===== src/rtl/imm_encoder_pkg.sv =====
// Shared RV32 immediate-format codes and per-format immediate bit masks.
// The encoder and the immediate extender both rely on these encodings.
package imm_encoder_pkg;

  localparam logic [2:0] IMMSRC_ITYPE = 3'd0;
  localparam logic [2:0] IMMSRC_STYPE = 3'd1;
  localparam logic [2:0] IMMSRC_BTYPE = 3'd2;
  localparam logic [2:0] IMMSRC_JTYPE = 3'd3;
  localparam logic [2:0] IMMSRC_UTYPE = 3'd4;

  localparam logic [31:0] IMM_MASK_I = 32'hFFF0_0000;
  localparam logic [31:0] IMM_MASK_S = 32'hFE00_0F80;
  localparam logic [31:0] IMM_MASK_B = 32'hFE00_0F80;
  localparam logic [31:0] IMM_MASK_J = 32'hFFFF_F000;
  localparam logic [31:0] IMM_MASK_U = 32'hFFFF_F000;

  typedef struct packed {
    logic [31:0] base;
    logic [31:0] mask;
    logic [31:0] fields;
    logic        err;
  } s1_t;

  // True when v[31:lsb] are all equal, i.e. v is a sign extension of v[lsb:0].
  function automatic logic sext_ok(input logic [31:0] v, input int unsigned lsb);
    logic [31:0] t;
    t = 32'($signed(v) >>> lsb);
    return (t == '0) || (t == '1);
  endfunction

endpackage


===== src/rtl/imm_encoder_scatter.sv =====
// Combinational scatter of an immediate into its RV32 instruction bit positions,
// with the mask of those positions and a representability flag.
module imm_scatter
  import imm_encoder_pkg::*;
#(
  parameter bit CHECK_EN = 1'b1
) (
  input  logic [2:0]  immsrc,
  input  logic [31:0] imm,
  output logic [31:0] mask,
  output logic [31:0] fields,
  output logic        err
);

  logic range_bad;

  always_comb begin
    mask      = '0;
    fields    = '0;
    range_bad = 1'b0;
    err       = 1'b0;
    case (immsrc)
      IMMSRC_ITYPE: begin
        mask      = IMM_MASK_I;
        fields    = {imm[11:0], 20'b0};
        range_bad = !sext_ok(imm, 11);
      end
      IMMSRC_STYPE: begin
        mask      = IMM_MASK_S;
        fields    = {imm[11:5], 13'b0, imm[4:0], 7'b0};
        range_bad = !sext_ok(imm, 11);
      end
      IMMSRC_BTYPE: begin
        mask      = IMM_MASK_B;
        fields    = {imm[12], imm[10:5], 13'b0, imm[4:1], imm[11], 7'b0};
        range_bad = imm[0] || !sext_ok(imm, 12);
      end
      IMMSRC_JTYPE: begin
        mask      = IMM_MASK_J;
        fields    = {imm[20], imm[10:1], imm[11], imm[19:12], 12'b0};
        range_bad = imm[0] || !sext_ok(imm, 20);
      end
      IMMSRC_UTYPE: begin
        mask      = IMM_MASK_U;
        fields    = {imm[31:12], 12'b0};
        range_bad = (imm[11:0] != 12'b0);
      end
      default: begin
        // Unknown format: leave base untouched and always flag it.
        err = 1'b1;
      end
    endcase
    if (CHECK_EN && range_bad) err = 1'b1;
  end

endmodule


===== src/rtl/imm_encoder.sv =====
// Two-stage valid/ready pipeline that merges a scattered immediate into a base
// instruction word and counts delivered results flagged as unrepresentable.
module imm_encoder
  import imm_encoder_pkg::*;
#(
  parameter bit CHECK_EN = 1'b1,
  parameter int ERRCNT_W = 8
) (
  input  logic                clk,
  input  logic                resetn,
  input  logic                in_valid,
  output logic                in_ready,
  input  logic [2:0]          immsrc,
  input  logic [31:0]         imm,
  input  logic [31:0]         base_instr,
  output logic                out_valid,
  input  logic                out_ready,
  output logic [31:0]         instr,
  output logic                imm_err,
  output logic [ERRCNT_W-1:0] err_count
);

  localparam int STAGES = 2;

  logic [STAGES:1] vld_pipe;
  s1_t             s1_d, s1_q;
  logic            s1_load, s2_load;

  imm_scatter #(.CHECK_EN(CHECK_EN)) u_scatter (
    .immsrc (immsrc),
    .imm    (imm),
    .mask   (s1_d.mask),
    .fields (s1_d.fields),
    .err    (s1_d.err)
  );
  assign s1_d.base = base_instr;

  // No skid buffer: acceptance depends combinationally on out_ready.
  assign s2_load   = !vld_pipe[2] || out_ready;
  assign s1_load   = !vld_pipe[1] || s2_load;
  assign in_ready  = s1_load;
  assign out_valid = vld_pipe[2];

  always_ff @(posedge clk or negedge resetn) begin
    if (!resetn) begin
      vld_pipe <= '0;
      s1_q     <= '0;
      instr    <= '0;
      imm_err  <= 1'b0;
    end else begin
      if (s1_load) begin
        vld_pipe[1] <= in_valid;
        if (in_valid) s1_q <= s1_d;
      end
      if (s2_load) begin
        vld_pipe[2] <= vld_pipe[1];
        if (vld_pipe[1]) begin
          instr   <= (s1_q.base & ~s1_q.mask) | s1_q.fields;
          imm_err <= s1_q.err;
        end
      end
    end
  end

  always_ff @(posedge clk or negedge resetn) begin
    if (!resetn) begin
      err_count <= '0;
    end else if (CHECK_EN && out_valid && out_ready && imm_err && !(&err_count)) begin
      err_count <= err_count + 1'b1;
    end
  end

endmodule


===== config.mk =====
export PLATFORM = sky130hd
export DESIGN_NAME = imm_encoder
export DESIGN_NICKNAME = d
export VERILOG_FILES = /design/src/rtl/imm_encoder_pkg.sv /design/src/rtl/imm_encoder_scatter.sv /design/src/rtl/imm_encoder.sv
export SDC_FILE = /design/constraint.sdc
export NUM_CORES = 1
export LEC_CHECK = 0
export CELL_PAD_IN_SITES_DETAIL_PLACEMENT = 2
export CELL_PAD_IN_SITES_GLOBAL_PLACEMENT = 2
export CORE_MARGIN = 3
export CORE_UTILIZATION = 40
export CTS_BUF_LIST = sky130_fd_sc_hd__clkbuf_8
export DETAILED_ROUTE_END_ITERATION = 12
export PLACE_DENSITY_LB_ADDON = 0.1
export SYNTH_ARGS = -nofsm -noshare
export SYNTH_HDL_FRONTEND = slang
export SYNTH_HIERARCHICAL = 1
export SYNTH_SLANG_ARGS = --single-unit

===== constraint.sdc =====
create_clock -name clk -period 2.8 [get_ports clk]
set_clock_uncertainty 0.1 [all_clocks]
set_input_delay 0.42 -clock clk [delete_from_list [all_inputs] [get_ports clk]]
set_output_delay 0.42 -clock clk [all_outputs]
set_load 0.01 [all_outputs]

==> results.md, run 1 <==
* Xor/xnor share of the synthesized area at 0.00263
* Fraction of synthesized cell area taken by the top area cell type at 0.526
* Fmax achieved at about 430 MHz
* Violation count after the first detailed-route iteration at between 100 and 150
* First-pass GRT wire length at between 20000 and 30000 um
* Hold Violations, Final at 0
* Synthesized flop and latch total at 140
* Distinct cell type count after synthesis at 44
* Fraction of the mapped netlist area in simple logic gates at 0.0714
* Leading register cell type out of synthesis: dfrtp_1
* Post-detailed-placement half-perimeter wirelength at 12800 um
* Aggregate global-route resource usage at 0.209
* Synth-to-layout area growth at 24.2%
* Cells taking the most area after synthesis: dfrtp_1, mux2_2, mux2_4
* Drc violations at 0
* Tightest Hold Check Type: primary input to asynchronous set/reset pin
* Arrival time of the worst setup path at between 1.5 and 2 ns
* Mux contribution to synthesized area at 0.201
* Run status: finished clean
* Number of antenna repair diodes at 0
* Critical path class: primary input to output port
* Fraction of the yosys area taken by sequential cells at 0.526
* Worst-case clock buffer depth at 2
* Largest net degree at the start of global routing at 55
* Critical Path RT at ~2.3 ns
* Full die area at around 18000 sq um
* Remaining global-route overflow at 0
* Count of synthesis-stage warnings from yosys at 6
* Std cell rows at 46
* Largest family of logic cells by synthesized area: multiplexers
* Post-Synth Adder-Cell Area at 0.00188
* Peak supply drop at around 300 uV
* Share of final-layout standard cells stronger than drive strength 1 at 0.264
* Startpoint Class: primary input
* Clock input transition at the sequential cells of the worst setup and hold paths at roughly 0.080 ns
* WL final at around 18000 um
* Synthesized area at approximately 6700 sq um
* Number of top-level pins at around 110
* Max Cap Violations at 0
* Detailed-routing iteration count for the pre-antenna-repair pass at 4
* Slew Limit Fails at 0
* Share of flip-flops with an asynchronous set or reset at 1.00
* Die boundary width at roughly 140 um
* Setup repair after global routing missed its margin: no
* Number of synthesized flops with an enable pin at 0
* Remaining max-slew budget at the tightest pin at 0.624
* Final routed wire length divided by cell count at about 20 um
* Reg2Reg Setup Slack at 0.91 ns
* Final-report setup violation count at 0
* Final Util at 0.515
* Weighted congestion reported at the end of routability-driven placement at between 0.8 and 0.9
* Clock network latency to the later pin of the worst-skew pair at roughly 0.45 ns
* Reg-to-Reg End: instr[30]
* Fin nets at roughly 730
* Tightest Pin Transition at roughly 0.56 ns
* Deepest level of the CTS H-tree at 4
* Number of post-CTS setup repair buffers at 0
* DIE HEIGHT at ~140 um
* FILL cells at roughly 1600
* Root Buffer: clkbuf_8
* Depth of the worst register-to-register path at 4
* CP Capture Point: in_ready
* Residual antenna-violating net count after detailed routing at 0
* Total negative setup slack at 0 ns
* Initial antenna violation count at 0
* Initial core utilization at 0.415
* CTS Buf Count at 17
* Mean instance size in the synthesized netlist at about 12 sq um
* Worst-path fanout max at 6
* TritonCTS clock tree: yes
* Vias in the first global route at ~5300
* Count of port buffers added during placement at 113
* Post-synthesis cell type with the largest combined area: dfrtp_1
* Launching element of the worst setup path: out_ready
* Synthesized-area fraction occupied by ao, oa, aoi and oai cells at 0.111
* Static Leak at approximately 3.6 nW
* Launch point of the worst reg-to-reg path: vld_pipe[1]
* Routed via count at 4569
* Capturing element type of the critical path: output port
* Final critical-path share of the clock period at 0.822
* CTS sink count at 140
* DR vias/cell at 5.17
* Pwr dens at 701 nW/um^2
* Post-Synthesis Cells at approximately 560
* Clock period minus worst slack at roughly 2.3 ns
* Core area at about 16000 sq um
==> cell usage after synthesis, types with 8 or more instances <==
master,n
dfrtp_1,140
a21oi_1,82
mux2_2,71
buf_4,35
inv_1,33
mux2_4,31
nand2_1,20
a21oi_2,19
buf_2,11
nand4_1,10
buf_6,9
nor2b_1,8
nor4_1,8
o21ai_0,8
==> where the power goes <==
group          internal [W]  leakage (nW)  switching [W]
logic              0.000777          1.73       0.000627
clock network      0.000971         0.218       0.000785
registers           0.00237          1.67       0.000266
==> state kept, by name (all words and copies together), names as in the netlist <==
| name | count |
|---|---|
| instr | 32 |
| err_count | 8 |
| vld_pipe | 2 |
| imm_err | 1 |
| s1_q | 97 |
==> layout make-up <==
cell class	count	area [sq um]	area share
flip-flops and latches	140	3500	0.424
clock inverters	10	135	0.0163
inverters	34	128	0.0154
clock buffers	21	289	0.0350
multi-input cells	332	2630	0.318
well taps	216	270	0.0327
repair buffers	130	1310	0.159
==> through the flow <==
stage               total power (W)  hold slack (ns)  area [sq um]  instances  worst slack [ns]
floorplan                   0.00339           0.0244          6710        568              1.02
global placement            0.00399            0.310          7830        851             0.337
detailed placement          0.00409            0.312          7830        851             0.210
CTS                         0.00589            0.378          8270        883             0.488
global route                0.00613            0.421          8270        883             0.451
finish                      0.00580            0.400          8270        883             0.498
==> cells by family after synthesis <==
kind of cell,Yosys count
flip-flops,140
buffers and inverters,96
AND/OR/NAND/NOR,83
multiplexers,109
other,1
adder cells (fa/ha/maj),1
XOR/XNOR,2
AO/OA/AOI/OAI,123
==> worst min-delay path by stage <==
| stage | startpoint | endpoint | slack (ns) | depth (start not counted) |
|---|---|---|---|---|
| 2_1_floorplan | resetn | err_count[0] | 0.02 | 0 |
| 5_1_grt | resetn | err_count[2] | 0.42 | 2 |
| 6_report | resetn | err_count[2] | 0.40 | 2 |
| 4_1_cts | resetn | err_count[2] | 0.38 | 2 |
| 3_3_place_gp | resetn | err_count[4] | 0.31 | 1 |
| 3_5_place_dp | resetn | err_count[2] | 0.31 | 1 |
==> what timing repair did <==
item	4_1_cts	5_1_grt
hold endpoints to repair	51	0
gates resized for setup	0	0
hold buffers	1	0
==> routing by layer <==
| metal | part of all wire | track usage | vias to the layer above | routed length, um |
|---|---|---|---|---|
| met5 | 0 | 0 | - | 0 |
| li1 | - | - | 2089 | - |
| met2 | 0.53 | 0.366 | 98 | 9500 |
| met3 | 0.041 | 0.0514 | 18 | 734 |
| met1 | 0.42 | 0.254 | 2364 | 7580 |
| met4 | 0.014 | 0.0655 | 0 | 246 |
==> placed cells by master, fill, tap and decap left out, types with 12 or more instances in the layout <==
master,n
a21oi_1,82
a21oi_2,19
buf_4,12
clkbuf_8,21
clkdlybuf4s50_1,112
conb_1,14
dfrtp_1,140
inv_1,33
mux2_2,71
mux2_4,31
nand2_1,20
==> worst max-delay path, cell delays in order <==
cell and delay [ns]:
clkdlybuf4s50_1 0.60, nand3b_4 0.21, clkdlybuf4s50_1 0.56
No activity file was read; power rests on OpenSTA's default activity.
==> run 2: changes to the inputs <==
--- a/config.mk
+++ b/config.mk
@@ -8,7 +8,7 @@
 export CELL_PAD_IN_SITES_DETAIL_PLACEMENT = 2
 export CELL_PAD_IN_SITES_GLOBAL_PLACEMENT = 2
 export CORE_MARGIN = 3
-export CORE_UTILIZATION = 40
+export CORE_UTILIZATION = 37
 export CTS_BUF_LIST = sky130_fd_sc_hd__clkbuf_8
 export DETAILED_ROUTE_END_ITERATION = 12
 export PLACE_DENSITY_LB_ADDON = 0.1
==> constraint.sdc (replaced) <==
create_clock -name clk -period 2.3 [get_ports clk]
set_clock_uncertainty 0.1 [all_clocks]
set_input_delay 0.345 -clock clk [delete_from_list [all_inputs] [get_ports clk]]
set_output_delay 0.345 -clock clk [all_outputs]
set_load 0.01 [all_outputs]
==> results.md, run 2 (same netlist as run 1, synthesis figures left out) <==
* TritonCTS clock tree: yes
* Run status: finished clean
* Cell class contributing the biggest share of worst-path delay: buffers and inverters
* Worst-case clock buffer depth at 2
* Number of buffers and inverters on the critical path at 1
* Core area at 17500 sq um
* Fin nets at 743
* Max reg flops at 97
* Residual antenna-violating net count after detailed routing at 0
* Fmax achieved at 482 MHz
* Root Buffer: clkbuf_8
* Tightest Pin Transition at between 0.6 and 0.7 ns
* Slew Limit Fails at 0
* Peak supply drop at about 370 uV
* Post-detailed-placement half-perimeter wirelength at roughly 13000 um
* Most frequent cells in the layout: dfrtp_1, clkdlybuf4s50_1, a21oi_1, mux2_2, inv_1
* Detailed-routing iteration count for the pre-antenna-repair pass at 4
* CTS sink count at between 100 and 150
* Final worst hold slack at between 0.2 and 0.3 ns
* Capturing element type of the critical path: output port
* Initial core utilization at 0.381
* Aggregate global-route resource usage at 0.192
* DIE HEIGHT at around 140 um
* Final routed wire length divided by cell count at 19.8 um
* Die boundary width at 140 um
* Drc violations at 0
* Initial antenna violation count at 0
* Largest net degree at the start of global routing at 57
* Violation count after the first detailed-route iteration at 123
* Number of top-level pins at approximately 110
* Final-report setup violation count at 0
* Tot Pwr at 0.00691 W
* First-pass GRT wire length at between 20000 and 30000 um
* Critical Path RT at around 1.9 ns
* Weighted congestion reported at the end of routability-driven placement at about 0.90
* Count of port buffers added during placement at 113
* Arrival time of the worst setup path at 1.63 ns
* Setup repair after global routing missed its margin: no
* Final Util at 0.479
* Pwr dens at 825 nW/um^2
* Hold Violations, Final at 0
* CTS Buf Count at 17
* Number of antenna repair diodes at 0
* Largest regs: s1_q x97, instr x32, err_count x8
* Vias in the first global route at 5212
* Deepest level of the CTS H-tree at 4
* Std cell rows at 48
* GR met2 Demand/Resource at 0.324
* Most congested layer reported by global routing: met2
* Full die area at 19600 sq um
* Cell with the largest stage delay on the worst path: clkdlybuf4s50_1
* WL final at about 18000 um
* Synth-to-layout area growth at 25.8%
* Tightest Hold Check Type: primary input to asynchronous set/reset pin
* GR Util met3 at 0.0430
* Worst-path fanout max at 7
* Filler-free cell count of the finished design at approximately 900
* Met1 global-route usage at 0.254
* DR vias/cell at about 5.1
* Routed via count at around 4600
* Register with the highest flop count: s1_q
* Largest stage delay, worst path at 0.54 ns
* Share of final-layout standard cells stronger than drive strength 1 at 0.281
* Critical path cell sequence: nand3b_4, clkdlybuf4s50_1
* Static Leak at between 3 and 4 nW
* Clock input transition at the sequential cells of the worst setup and hold paths at ~0.090 ns
* Placed insts at 876
* Max Cap Violations at 0
* Remaining global-route overflow at 0
* Critical path class: flip-flop to output port
* Clock network latency to the later pin of the worst-skew pair at roughly 0.45 ns
* Total of cells resized after clock tree synthesis at 0
* Remaining max-slew budget at the tightest pin at 0.546
* Final critical-path share of the clock period at 0.903
* Most common cell after layout, fill and taps aside: dfrtp_1
* Clock period minus worst slack at 2.08 ns
* Startpoint Class: flip-flop
run 2: cell count changes in the layout (fill, tap and decap cells not counted):
cell	before	now
clkinvlp_4	1	5
clkbuf_8	21	17
bufinv_16	3	2
buf_12	4	5
nand2b_2	0	1
nand2b_1	3	2
inv_1	33	35
clkinv_4	0	1
buf_4	12	27
inv_6	2	3
clkinv_2	4	2
run 2: final cells by class:
type	count	area, sq um
Clock buffer	17	234
Clock inverter	15	150
Fill cell	1720	9100
Inverter	34	128
Multi-Input combinational cell	332	2630
Sequential cell	140	3500
Tap cell	225	282
Timing Repair Buffer	146	1450
run 2: worst paths after layout:
path | from | end | slack (ns) | cells after the start
max in group asynchronous | resetn | s1_q[56] | 1.18 | 3
max | vld_pipe[2] | in_ready | 0.22 | 2
min reg2reg | s1_q[64] | s1_q[64] | 0.41 | 1
max reg2reg | err_count[0] | err_count[1] | 0.51 | 4
min in group clk | base_instr[0] | s1_q[65] | 0.40 | 2
min | resetn | instr[3] | 0.27 | 2
run 2: report_power, final:
part,internal (W),leakage (nW),switching [W]
combinational,0.000966,1.82,0.000758
clock,0.000961,0.187,0.00103
sequential,0.00289,1.67,0.000308
run 2: metrics by stage:
stage | instance area (sq um) | setup WS [ns] | setup TNS (ns)
6_report | 8370 | 0.223 | 0
5_1_grt | 8370 | 0.130 | 0
4_1_cts | 8370 | 0.169 | 0
3_5_place_dp | 7980 | -0.102 | -0.102
3_3_place_gp | 7980 | 0.0123 | 0
2_1_floorplan | 6710 | 0.591 | 0
run 2: per-layer routing:
metal	wire [um]	part of all wire
met1	8160	0.45
met4	127	0.0070
met2	9140	0.51
met3	587	0.033
met5	0	0
run 2: worst register-to-register path, delay by kind of cell (launching register included):
family	cells	cell delay, ns
adder cells (fa/ha/maj)	1	0.28
flip-flops	1	0.42
AO/OA/AOI/OAI	1	0.30
AND/OR/NAND/NOR	1	0.21
multiplexers	1	0.36
run 2: repair_timing:
action	4_1_cts	5_1_grt
buffers inserted	0	0
hold buffers	1	0
hold endpoints to repair	33	0
==> run 3: changes to the inputs <==
--- a/config.mk
+++ b/config.mk
@@ -8,10 +8,11 @@
 export CELL_PAD_IN_SITES_DETAIL_PLACEMENT = 2
 export CELL_PAD_IN_SITES_GLOBAL_PLACEMENT = 2
 export CORE_MARGIN = 3
-export CORE_UTILIZATION = 37
+export CORE_UTILIZATION = 44
 export CTS_BUF_LIST = sky130_fd_sc_hd__clkbuf_8
 export DETAILED_ROUTE_END_ITERATION = 12
-export PLACE_DENSITY_LB_ADDON = 0.1
+export DONT_BUFFER_PORTS = 1
+export PLACE_DENSITY = 0.87
 export SYNTH_ARGS = -nofsm -noshare
 export SYNTH_HDL_FRONTEND = slang
 export SYNTH_HIERARCHICAL = 1
==> results.md, run 3 (same netlist as run 1, synthesis figures left out) <==
* Weighted congestion reported at the end of routability-driven placement at between 0.8 and 0.9
* Pwr dens at between 800 and 900 nW/um^2
* Remaining global-route overflow at 0
* Deepest level of the CTS H-tree at 4
* Failing checks: negative hold slack
* Most common cell after layout, fill and taps aside: dfrtp_1
* Total negative setup slack at 0 ns
* Cell with the largest stage delay on the worst path: dfrtp_1
* Critical path cell sequence: ha_1, nand4_1, o21ai_1, mux2_2
* DR vias/cell at roughly 5.6
* Register with the highest flop count: s1_q
* Startpoint Class: flip-flop
* WL final at about 18000 um
* Root Buffer: clkbuf_8
* Die boundary width at 129 um
* CTS sink count at 140
* Fraction of power consumed by combinational cells at 0.161
* Hold Violations, Final at 140
* Total of cells resized after clock tree synthesis at 0
* Worst-case clock buffer depth at 2
* Largest regs: s1_q x97, instr x32, err_count x8
* Count of port buffers added during placement at 0
* Clock network latency to the later pin of the worst-skew pair at between 0.4 and 0.5 ns
* Aggregate global-route resource usage at 0.222
* Violation count after the first detailed-route iteration at 181
* Fraction of power spent switching nets at 0.299
* Hold-fix buffers at CTS at 34
* Tot Pwr at roughly 0.0065 W
* Clock period minus worst slack at ~1.9 ns
* Initial antenna violation count at 0
* Std cell rows at 44
* Vias in the first global route at between 4000 and 5000
* Cell class contributing the biggest share of worst-path delay: flip-flops
* Final critical-path share of the clock period at 0.834
* Number of top-level pins at roughly 110
* Routed via count at around 4300
* Placed insts at around 700
* TritonCTS clock tree: yes
* Share of final-layout standard cells stronger than drive strength 1 at 0.289
* Remaining max-slew budget at the tightest pin at 0.563
* Fin nets at 637
* Max Cap Violations at 0
* Critical path class: flip-flop to flip-flop
* Drc violations at 0
* Filler-free cell count of the finished design at about 760
* Tightest Hold Check Type: primary input to asynchronous set/reset pin
* First-pass GRT wire length at 27900 um
* Final routed wire length divided by cell count at about 23 um
* Cell Int Power at 0.00454 W
* Fmax achieved at roughly 520 MHz
* Slew Limit Fails at 0
* Residual antenna-violating net count after detailed routing at 0
* Most frequent cells in the layout: dfrtp_1, a21oi_1, mux2_2, dlygate4sd3_1, inv_1
* Max reg flops at 97
* Number of post-CTS setup repair buffers at 0
* Full die area at roughly 17000 sq um
* Share of power burned in the clock network at 0.322
* Largest stage delay, worst path at approximately 0.5 ns
* Post-detailed-placement half-perimeter wirelength at approximately 11000 um
* Tightest Pin Transition at between 0.6 and 0.7 ns
* Setup repair after global routing missed its margin: no
* Arrival time of the worst setup path at around 2.1 ns
* Peak supply drop at ~430 uV
* Static Leak at 3.25 nW
* Number of buffers and inverters on the critical path at 0
* Number of antenna repair diodes at 0
* DIE HEIGHT at 129 um
* Switching power of the nets at 0.00194 W
* Capturing element type of the critical path: flip-flop
* Detailed-routing iteration count for the pre-antenna-repair pass at 4
* Core area at roughly 15000 sq um
* Worst-path fanout max at 5
* Share of power burned in registers at 0.517
* Worst slack after detailed placement at approximately 0.33 ns
* Clock input transition at the sequential cells of the worst setup and hold paths at around 0.08 ns
* Final-report setup violation count at 0
* Final critical-path setup slack at between 0.3 and 0.4 ns
* Run status: finished with violations
* Critical Path RT at around 2.5 ns
* Synth-to-layout area growth at 10.2%
* Largest net degree at the start of global routing at roughly 140
* Initial core utilization at 0.455
* Final worst hold slack at -0.498 ns
* CTS Buf Count at 17
-- run 3: changes by cell type in the layout (fill, tap and decap cells not counted), sizes merged --
cell / delta
buf: -27
bufinv: +1
clkbuf: +1
clkdlybuf4s50: -112
clkinv: +5
clkinvlp: -3
dlygate4sd3: +33
inv: -4
-- run 3: cell type report --
type / instances / area [sq um]
Multi-Input combinational cell: 332 / 2630
Clock inverter: 14 / 169
Sequential cell: 140 / 3500
Clock buffer: 18 / 248
Timing Repair Buffer: 40 / 423
Inverter: 34 / 128
Tap cell: 184 / 230
Fill cell: 1411 / 7310
-- run 3: worst register-to-register path, delay by kind of cell (launching register included) --
kind / cells / cell delay (ns)
adders and majority gates: 1 / 0.31
and+or+nand+nor: 1 / 0.22
AOI/OAI and AO/OA: 1 / 0.30
DFF: 1 / 0.51
muxes: 1 / 0.37
-- run 3: per-layer routing --
| layer | vias to the layer above | GRT usage | share of wire |
|---|---|---|---|
| li1 | 1918 | - | - |
| met2 | 105 | 0.396 | 0.53 |
| met4 | 0 | 0.0760 | 0.019 |
| met5 | - | 0 | 0 |
| met3 | 23 | 0.0702 | 0.055 |
| met1 | 2235 | 0.251 | 0.39 |
-- run 3: metrics by stage --
stage               area, sq um  utilization
floorplan                  6710            -
global placement           6580        0.449
detailed placement         6580        0.449
CTS                        7330        0.501
global route               7330        0.501
finish                     7330        0.501
-- run 3: worst paths after layout --
| path | start | endpoint | slack, ns | cells past startpoint |
|---|---|---|---|---|
| worst max-delay path | err_count[0] | err_count[1] | 0.38 | 4 |
| worst max register to register | err_count[0] | err_count[1] | 0.38 | 4 |
| min in group clk | out_ready | vld_pipe[1] | 0.05 | 2 |
| max in group asynchronous | resetn | s1_q[56] | 2.45 | 0 |
| worst min register to register | s1_q[50] | s1_q[50] | 0.41 | 1 |
| worst min-delay path | resetn | instr[22] | -0.50 | 0 |
-- run 3: power by group through the flow --
stage / combinational (W) / sequential (W) / clock, W
4_1_cts: 0.00105 / 0.00335 / 0.00217
6_report: 0.00104 / 0.00335 / 0.00209
3_3_place_gp: 0.000906 / 0.00335 / 0
5_1_grt: 0.00115 / 0.00342 / 0.00226
2_1_floorplan: 0.000876 / 0.00325 / 0
3_5_place_dp: 0.000992 / 0.00340 / 0
